$ cat src/rtl/cfg_int.sv
// Host/Wishbone channel configuration register block for decoder and encoder cores.
// Optional CFG_INT_WB_ERR_EN: unmapped Wishbone accesses return err instead of ack.
module cfg_int_wb (
  input  logic                 clk,
  input  logic                 reset,
  input  logic [31:0]          adr_i,
  input  logic                 we_i,
  input  logic [31:0]          dat_i,
  input  logic                 cyc_i,
  input  logic                 stb_i,
  input  logic [31:0][2:0]     ch_i,
  input  logic                 done_i,
  output logic [31:0]          dat_o,
  output logic                 ack_o,
  output logic                 err_o,
  output logic                 rdy_o
);

  logic [31:0] dat_q, dat_d, rd_val;
  logic        ack_q, ack_d;
  logic        rdy_q, rdy_d;
  logic        req, is_ch, is_done, is_rdy;
  logic        unused;

  assign is_ch   = ~adr_i[7];
  assign is_done = adr_i[7:2] == 6'b100000;
  assign is_rdy  = adr_i[7:0] == 8'h84;
  assign unused  = ^{adr_i[31:8], dat_i[31:1]};

`ifdef CFG_INT_WB_ERR_EN
  logic err_q, err_d;
  logic hit;
  assign hit   = is_ch | is_done | is_rdy;
  assign req   = cyc_i & stb_i & ~ack_q & ~err_q;
  assign err_o = err_q;
`else
  assign req   = cyc_i & stb_i & ~ack_q;
  assign err_o = 1'b0;
`endif

  always_comb begin
    rd_val = '0;
    unique case (1'b1)
      is_ch:   rd_val = {29'b0, ch_i[adr_i[6:2]]};
      is_done: rd_val = {31'b0, done_i};
      is_rdy:  rd_val = {31'b0, rdy_q};
      default: rd_val = '0;
    endcase
  end

  always_comb begin
    ack_d = 1'b0;
    dat_d = dat_q;
    rdy_d = rdy_q;
`ifdef CFG_INT_WB_ERR_EN
    err_d = 1'b0;
`endif
    // ready write does not wait for ack
    if (cyc_i & stb_i & we_i & is_rdy)
      rdy_d = dat_i[0];
    if (req) begin
`ifdef CFG_INT_WB_ERR_EN
      if (hit) begin
        ack_d = 1'b1;
        dat_d = rd_val;
      end else begin
        err_d = 1'b1;
      end
`else
      ack_d = 1'b1;
      dat_d = rd_val;
`endif
    end
  end

  always_ff @(posedge clk or posedge reset) begin
    if (reset) begin
      dat_q <= '0;
      ack_q <= 1'b0;
      rdy_q <= 1'b0;
`ifdef CFG_INT_WB_ERR_EN
      err_q <= 1'b0;
`endif
    end else begin
      dat_q <= dat_d;
      ack_q <= ack_d;
      rdy_q <= rdy_d;
`ifdef CFG_INT_WB_ERR_EN
      err_q <= err_d;
`endif
    end
  end

  assign dat_o = dat_q;
  assign ack_o = ack_q;
  assign rdy_o = rdy_q;

endmodule

module cfg_int (
  input  logic        clk,
  input  logic        reset,
  input  logic        scan_in0,
  input  logic        scan_in1,
  input  logic        scan_in2,
  input  logic        scan_in3,
  input  logic        scan_in4,
  input  logic        scan_enable,
  input  logic        test_mode,
  output logic        scan_out0,
  output logic        scan_out1,
  output logic        scan_out2,
  output logic        scan_out3,
  output logic        scan_out4,
  input  logic        cs,
  input  logic        ws,
  input  logic        rs,
  input  logic [7:0]  w_data,
  input  logic [6:0]  addrs,
  output logic [7:0]  r_data,
  input  logic [31:0] i_wb_adr_e,
  input  logic [3:0]  i_wb_sel_e,
  input  logic        i_wb_we_e,
  input  logic [31:0] i_wb_dat_e,
  input  logic        i_wb_cyc_e,
  input  logic        i_wb_stb_e,
  output logic [31:0] o_wb_dat_e,
  output logic        o_wb_ack_e,
  output logic        o_wb_err_e,
  input  logic [31:0] i_wb_adr_d,
  input  logic [3:0]  i_wb_sel_d,
  input  logic        i_wb_we_d,
  input  logic [31:0] i_wb_dat_d,
  input  logic        i_wb_cyc_d,
  input  logic        i_wb_stb_d,
  output logic [31:0] o_wb_dat_d,
  output logic        o_wb_ack_d,
  output logic        o_wb_err_d
);

  localparam int NCH = 32;
  localparam int CHW = 3;

  logic [NCH-1:0][CHW-1:0] dch_q, dch_d;
  logic [NCH-1:0][CHW-1:0] ech_q, ech_d;
  logic [NCH-1:0]          dmask_q, dmask_d;
  logic [NCH-1:0]          emask_q, emask_d;
  logic                    ddone_q, ddone_d;
  logic                    edone_q, edone_d;
  logic [7:0]              rdata_q, rdata_d;
  logic                    drdy, erdy;
  logic                    hwr, hrd;
  logic                    unused;

  assign hwr = cs & ws & ~addrs[6];
  assign hrd = cs & rs;

  assign scan_out0 = 1'b0;
  assign scan_out1 = 1'b0;
  assign scan_out2 = 1'b0;
  assign scan_out3 = 1'b0;
  assign scan_out4 = 1'b0;

  assign unused = ^{scan_in0, scan_in1, scan_in2, scan_in3,
                    scan_in4, scan_enable, test_mode,
                    w_data[7:3], i_wb_sel_e, i_wb_sel_d};

  always_comb begin
    dch_d   = dch_q;
    ech_d   = ech_q;
    dmask_d = dmask_q;
    emask_d = emask_q;
    if (hwr) begin
      if (addrs[5]) begin
        ech_d[addrs[4:0]]   = w_data[2:0];
        emask_d[addrs[4:0]] = 1'b1;
      end else begin
        dch_d[addrs[4:0]]   = w_data[2:0];
        dmask_d[addrs[4:0]] = 1'b1;
      end
    end
    // done tracks the next mask so it rises with the last write
    ddone_d = ddone_q | (&dmask_d);
    edone_d = edone_q | (&emask_d);
  end

  always_comb begin
    rdata_d = rdata_q;
    if (hrd) begin
      unique case (1'b1)
        ~addrs[6]:
          rdata_d = {5'b0, addrs[5] ? ech_q[addrs[4:0]]
                                    : dch_q[addrs[4:0]]};
        addrs == 7'h40: rdata_d = {7'b0, drdy};
        addrs == 7'h60: rdata_d = {7'b0, erdy};
        default:        rdata_d = '0;
      endcase
    end
  end

  always_ff @(posedge clk or posedge reset) begin
    if (reset) begin
      dch_q   <= '0;
      ech_q   <= '0;
      dmask_q <= '0;
      emask_q <= '0;
      ddone_q <= 1'b0;
      edone_q <= 1'b0;
      rdata_q <= '0;
    end else begin
      dch_q   <= dch_d;
      ech_q   <= ech_d;
      dmask_q <= dmask_d;
      emask_q <= emask_d;
      ddone_q <= ddone_d;
      edone_q <= edone_d;
      rdata_q <= rdata_d;
    end
  end

  assign r_data = rdata_q;

  cfg_int_wb u_wb_d (
    .clk    (clk),
    .reset  (reset),
    .adr_i  (i_wb_adr_d),
    .we_i   (i_wb_we_d),
    .dat_i  (i_wb_dat_d),
    .cyc_i  (i_wb_cyc_d),
    .stb_i  (i_wb_stb_d),
    .ch_i   (dch_q),
    .done_i (ddone_q),
    .dat_o  (o_wb_dat_d),
    .ack_o  (o_wb_ack_d),
    .err_o  (o_wb_err_d),
    .rdy_o  (drdy)
  );

  cfg_int_wb u_wb_e (
    .clk    (clk),
    .reset  (reset),
    .adr_i  (i_wb_adr_e),
    .we_i   (i_wb_we_e),
    .dat_i  (i_wb_dat_e),
    .cyc_i  (i_wb_cyc_e),
    .stb_i  (i_wb_stb_e),
    .ch_i   (ech_q),
    .done_i (edone_q),
    .dat_o  (o_wb_dat_e),
    .ack_o  (o_wb_ack_e),
    .err_o  (o_wb_err_e),
    .rdy_o  (erdy)
  );

endmodule

$ cat config.mk
export PLATFORM = sky130hd
export DESIGN_NAME = cfg_int
export DESIGN_NICKNAME = d
export VERILOG_FILES = /design/src/rtl/cfg_int.sv
export SDC_FILE = /design/constraint.sdc
export NUM_CORES = 1
export LEC_CHECK = 0
export CORE_MARGIN = 4
export CORE_UTILIZATION = 30
export CTS_CLUSTER_SIZE = 14
export DETAILED_ROUTE_END_ITERATION = 8
export PLACE_DENSITY = 0.52
export SETUP_SLACK_MARGIN = 0.4
export SLEW_MARGIN = 20
export SYNTH_ARGS = -nofsm -noshare
export SYNTH_HDL_FRONTEND = slang
export SYNTH_HIERARCHICAL = 1
export SYNTH_SLANG_ARGS = --single-unit
$ cat constraint.sdc
create_clock -name clk -period 8.35 [get_ports clk]
set_clock_uncertainty 0.2 [all_clocks]
set_input_delay 1.67 -clock clk [delete_from_list [all_inputs] [get_ports clk]]
set_output_delay 1.67 -clock clk [all_outputs]
set_load 0.01 [all_outputs]
=== Word-level counts from Yosys, hierarchy flattened ===
Index checks and enable logic that the tools add are counted.

* Register bits: 334
* Bits of input ports: 169
* Logic and storage cells: 135

* Magnitude comparators: 4
* Equality and inequality tests: 6
* Multiplexer cells: 24
* Bitwise operators: 21
* Reductions and logical operators: 5

{| class="wikitable"
|+ Operators by type and width
! operator !! number
|-
| bitwise mux 96 bit || 2
|-
| two-way mux 32 bit || 4
|-
| bitwise OR 32 bit || 2
|-
| AND reduction 32 bit || 2
|-
| binary-select mux 3 bit (select 5 bit) || 4
|-
| one-hot mux 3 bit (3 select lines) || 3
|-
| < comparator 5 x 6 -> 1 bit (second input constant) || 3
|-
| two-way mux 3 bit || 6
|-
| == test 8 bit (second input constant) || 2
|-
| demux 3 bit (select 5 bit) || 1
|-
| == test 7 bit (second input constant) || 2
|-
| == test 6 bit (second input constant) || 2
|-
| AND 1 bit || 11
|-
| NOT 1 bit || 6
|-
| demux 1 bit (select 5 bit) || 1
|-
| >= comparator 5 x 1 -> 1 bit (second input constant) || 1
|-
| AND reduction 2 bit || 2
|-
| two-way mux 1 bit || 3
|-
| bitwise OR 1 bit || 2
|-
| logical AND 1 bit || 1
|}

=== Longest topological paths before layout ===
* Depth after elaboration: 9
* Depth in mapped cells: 8

=== Modules after synthesis ===
Netlist, hierarchy kept.

{| class="wikitable"
|+ By module, submodules not included
! module !! times used !! cells each !! area an instance (um2) !! seq. area each (um2)
|-
| cfg_int || 1 || 907 || 11985.2 || 6531.3
|-
| cfg_int_wb || 2 || 136 || 1418.9 || 125.1
|}

=== Worst setup path after synthesis ===
Ideal clock, no wire load.

* Path type: input to register
* Start: input port addrs[0]
* End: register rdata_q[0] (netlist: r_data[0])
* Data arrival time: 3.393 ns
* Data required time: 8.020 ns
* Setup slack: 4.626 ns
* Stages on the path: 7
* Path buffers: 2
* Cell sequence: buf_2 buf_1 mux4_2 nand2_1 nand2_1 o41ai_1 o21ai_0

* Longest elaborated chain between the ends: 4
* Elaborated cells on any way between the ends: 8
* Classes of those cells: eq/ne (2); mux (6)

{| class="wikitable"
|+ RTL lines
! item !! RTL line !! text
|-
| from (decl) || 119 || <nowiki>input logic [6:0] addrs,</nowiki>
|-
| binary-select mux 3 bit (select 5 bit), on equally long branches || 193, 192 ||
|-
| two-way mux 3 bit, on equally long branches || 193, 192 ||
|-
| two-way mux 3 bit || 192 || <nowiki>rdata_d = {5'b0, addrs[5] ? ech_q[addrs[4:0]]</nowiki>
|-
| one-hot mux 3 bit (3 select lines) (*) || 190 || <nowiki>unique case (1'b1)</nowiki>
|-
| to (signal assigned) || 217 || <nowiki>rdata_q <= rdata_d;</nowiki>
|-
| to (decl) || 150 || <nowiki>logic [7:0] rdata_q, rdata_d;</nowiki>
|}

Mark *: on every way between the ends. The rest lies on a longest branch, timed or not. The select of a mux whose other input is x is not followed.
A chain may end at the register's enable or synchronous reset.

=== Worst setup path in the final report ===
* Start: input port addrs[1]
* End: register edone_q

* Longest elaborated chain between the ends: 9
* Elaborated cells on any way between the ends: 10
* Classes of those cells: order compare (2); mux (4); bitwise (2); reduce/logical (2)

{| class="wikitable"
|+ RTL lines
! item !! RTL line !! text
|-
| < comparator 5 x 6 -> 1 bit (not written as such) / >= comparator 5 x 1 -> 1 bit (equally long branches) || 176 || <nowiki>emask_d[addrs[4:0]] = 1'b1;</nowiki>
|-
| logical AND 1 bit (not written as such) || 176 ||
|-
| two-way mux 1 bit (not written as such) || 176 ||
|-
| demux 1 bit (select 5 bit) (*) || 176 ||
|-
| bitwise OR 32 bit (no line) (*) || -- ||
|-
| two-way mux 32 bit (*) || 174 || <nowiki>if (addrs[5]) begin</nowiki>
|-
| two-way mux 32 bit (*) || 173 || <nowiki>if (hwr) begin</nowiki>
|-
| AND reduction 32 bit (*) || 184 || <nowiki>edone_d = edone_q | (&emask_d);</nowiki>
|-
| bitwise OR 1 bit (*) || 184 ||
|-
| named net edone_d || 149 || <nowiki>logic edone_q, edone_d;</nowiki>
|-
| to (signal assigned) || 216 || <nowiki>edone_q <= edone_d;</nowiki>
|-
| to (decl) || 149 ||
|}

The timed path passes the listed nets; every way through them passes the cells marked *.

==> reports/qor.csv <==
metric,value,unit
outcome,finished clean,
cts.sinks,271,
max-clock-path-buffers,3,
synth_ff_type,sky130_fd_sc_hd__dfrtp_1,
ratio_of_cells_with_drive_above_1_in_the_final_layout,31.7,%
final_min_period_over_clock_period,57.3,%
global_route_wire_length_before_repair,63900,µm
cts_inserted_buffers,31,
syn-instance-count,1179,
worstPathArrival,5.04,ns
ys_seq_elements,271,
postRouteAntennaNets,0,
report.power.total,3.15,mW
critical_path.reg2reg.endpoint,r_data[1]$_DFFE_PP0P_,
first_global_vias,9797,
r2r_slack,6.05,ns
detailroute.via_count,9777,
drv_slew,0,
dr.first_iter.drc_count,794,
synth.yosys.seq_area_share,45.7,%
post_cts_hold_buffer_count,0,
clkSlewWorstSetupHoldPaths,0.06,ns
tritoncts_clock_tree,yes,
synth.top_cells.by_area,"sky130_fd_sc_hd__dfrtp_1 46%, sky130_fd_sc_hd__mux2_2 16%, sky130_fd_sc_hd__mux4_2 8.2%",
grt_antenna_before_repair,0,
hold_sp,dmask_q[27]$_DFF_PP0_,
core_area,48800,µm²
req_time_crit_path,8.60,ns
floorplan.initialDensity,30.3,%
vias_per_cell,5.19,
finalCoreUtilization,34.1,%
postSynth.asyncResetShare,100,%
instances_no_fill,1883,
place.gp.congestion,0.809,
worst_path_most_repeated_cell,sky130_fd_sc_hd__buf_4,
hold_class,flip-flop to flip-flop,
clkLatencyLatePin,0.56,ns
netlist_area,14800,µm²
die_area,53000,µm²
criticalPathCategory,input pin to flip-flop,
cp_max_fo,37,
critPathCaptureType,flip-flop,
worst_path_max_delay_cell,sky130_fd_sc_hd__and4b_1,
layout.nets,1364,
drt-pass1-iter-count,5,
p_leak,7.81,nW
synth_top_cell_area_share,45.7,%
final_period_minus_worst_setup_slack,4.78,ns
synth-edff-count,0,
dp.final_hpwl,27500,µm
htree_num_levels,1,
worstHoldPathCells,2,
worst-slew-pin-transition,1.12,ns
worst_r2r_startpoint,dch_q[82]$_DFFE_PP0P_,
synth.avg_cell_area,12.6,µm²
drc,0,
yosysTopAreaCell,sky130_fd_sc_hd__dfrtp_1,
post_synth_num_cell_types,62,
cts_resized,0,
die_h,230,µm
post_cts.repair.setup_buffers,0,
holdPathEnd,dmask_q[27]$_DFF_PP0_,
cts_root_buffer,sky130_fd_sc_hd__clkbuf_16,
top_level_ports,250,
fmax,209,MHz
worstPathCellList,buf_4 > buf_4 > and4b_1 > nand2_1 > nor2_1 > o2111ai_1 > o41ai_2,
setup-violations-final,0,
power.ir.vdd_worst,133,µV
area_growth,12.5,%
avgRoutedWirePerCell,22.0,µm
overall_fraction_of_global_route_tracks_in_use,15.4,%
grt_overflow_total,0,
routed_wirelength,41500,µm
dp_cells,1825,
timing.setup.tns,0,ns
yosysWarnings,6,
timing.max_cap.violations,0,
ff_latch_area,6780,µm²
power-per-cell-area,189,nW/µm²
filler_cell_count,4859,
max-slew-margin-rel,25.3,%
io_buffers,49,
r2r_cells,5,
n_antenna_cell,0,
multi_input_comb_area,7190,µm²
timing.final.hold_violations,0,
die_x,230,µm
crit_path_start_kind,input pin,
fp-row-count,81,
rsz0062_at_grt,no,
critical-path-max-stage-delay,0.83,ns
grt_max_degree,186,
## report_power, final
| part | switching, mW | internal [mW] |
|---|---|---|
| sequential | 0.0491 | 1.39 |
| clock | 0.561 | 0.796 |
| combinational | 0.203 | 0.154 |
## kinds of logic after synthesis
family                 count (synthesis)  synth area share [%]
other                                  3                0.0760
flip-flops                           271                  45.7
AO/OA/AOI/OAI                        123                  6.01
multiplexers                         327                  31.0
buffers and inverters                202                  7.56
AND/OR/NAND/NOR                      253                  9.56
## area by class of cell
cell class                      instances  share of cell area, %
Clock buffer                           45                   5.57
Clock inverter                         12                  0.540
Inverter                               46                   1.06
Multi-Input combinational cell        773                   43.1
Sequential cell                       271                   40.7
Tap cell                              664                   4.98
Timing Repair Buffer                   72                   4.04
## worst max-delay path: cells and delay by family
kind / cells / cell delay, ns
AO/OA/AOI/OAI: 2 / 0.55
buffers and inverters: 2 / 1.02
AND/OR/NAND/NOR: 3 / 1.76
## flip-flops by register name (all words and copies together), names as in the netlist
| signal | cells |
|---|---|
| ddone_q | 1 |
| u_wb_e/dat_o | 3 |
| u_wb_d/ack_o | 1 |
| u_wb_d/rdy_o | 1 |
| dmask_q | 32 |
| dch_q | 96 |
| edone_q | 1 |
| u_wb_d/dat_o | 3 |
| u_wb_e/ack_o | 1 |
| ech_q | 96 |
| emask_q | 32 |
| r_data | 3 |
| u_wb_e/rdy_o | 1 |
## layer usage
metal,vias to the layer above,wire length (µm),global-route usage [%]
met5,-,0,0
met4,0,870,3.10
met3,48,2430,2.55
met2,314,18900,24.1
met1,5110,19300,22.6
li1,4305,-,-
## cell usage after synthesis, types with 7 or more instances
library cell,instances
sky130_fd_sc_hd__buf_2,32
sky130_fd_sc_hd__buf_1,9
sky130_fd_sc_hd__nand2b_1,7
sky130_fd_sc_hd__or2_2,21
sky130_fd_sc_hd__mux2_2,209
sky130_fd_sc_hd__inv_1,46
sky130_fd_sc_hd__nor3_1,28
sky130_fd_sc_hd__nor4_1,15
sky130_fd_sc_hd__buf_4,74
sky130_fd_sc_hd__o21ai_0,15
sky130_fd_sc_hd__nand2_1,64
sky130_fd_sc_hd__nand4_1,8
sky130_fd_sc_hd__nand3b_1,8
sky130_fd_sc_hd__a21oi_1,15
sky130_fd_sc_hd__a31oi_1,41
sky130_fd_sc_hd__nor2b_1,19
sky130_fd_sc_hd__mux4_2,54
sky130_fd_sc_hd__mux2i_1,40
sky130_fd_sc_hd__mux4_1,24
sky130_fd_sc_hd__nand3_1,13
sky130_fd_sc_hd__nor2_1,27
sky130_fd_sc_hd__nor4b_1,7
sky130_fd_sc_hd__clkbuf_1,35
sky130_fd_sc_hd__dfrtp_1,271
## how the worst max path moves through the flow
stage          startpoint                    to  cells past startpoint
2_1_floorplan       reset  dch_q[0]$_DFFE_PP0P_                      1
3_3_place_gp     addrs[1]     edone_q$_DFF_PP0_                      7
3_5_place_dp     addrs[1]     edone_q$_DFF_PP0_                      7
4_1_cts          addrs[1]     edone_q$_DFF_PP0_                      7
5_1_grt          addrs[1]     edone_q$_DFF_PP0_                      7
6_report         addrs[1]     edone_q$_DFF_PP0_                      7
## metrics by stage
step / cell area, µm² / hold slack [ns] / worst slack (ns)
3_3_place_gp: 15600 / 0.224 / 2.98
2_1_floorplan: 15100 / 0.213 / 3.04
3_5_place_dp: 15600 / 0.227 / 3.03
4_1_cts: 16600 / 0.242 / 3.60
6_report: 16700 / 0.241 / 3.57
5_1_grt: 16700 / 0.256 / 3.38
## cells in the final DEF (no fill, tap or decap), types with 15 or more instances in the layout
| cell | count |
|---|---|
| sky130_fd_sc_hd__nand2_1 | 64 |
| sky130_fd_sc_hd__conb_1 | 70 |
| sky130_fd_sc_hd__nor3_1 | 28 |
| sky130_fd_sc_hd__mux4_2 | 54 |
| sky130_fd_sc_hd__buf_4 | 24 |
| sky130_fd_sc_hd__a31oi_1 | 41 |
| sky130_fd_sc_hd__mux2i_1 | 40 |
| sky130_fd_sc_hd__nor2_1 | 26 |
| sky130_fd_sc_hd__clkdlybuf4s50_1 | 43 |
| sky130_fd_sc_hd__nor2b_1 | 19 |
| sky130_fd_sc_hd__or2_2 | 21 |
| sky130_fd_sc_hd__nor4_1 | 15 |
| sky130_fd_sc_hd__clkbuf_16 | 31 |
| sky130_fd_sc_hd__mux2_2 | 209 |
| sky130_fd_sc_hd__o21ai_0 | 15 |
| sky130_fd_sc_hd__inv_1 | 45 |
| sky130_fd_sc_hd__a21oi_1 | 15 |
| sky130_fd_sc_hd__dfrtp_1 | 271 |
| sky130_fd_sc_hd__mux4_1 | 24 |
No activity file was read; power rests on OpenSTA's default activity.
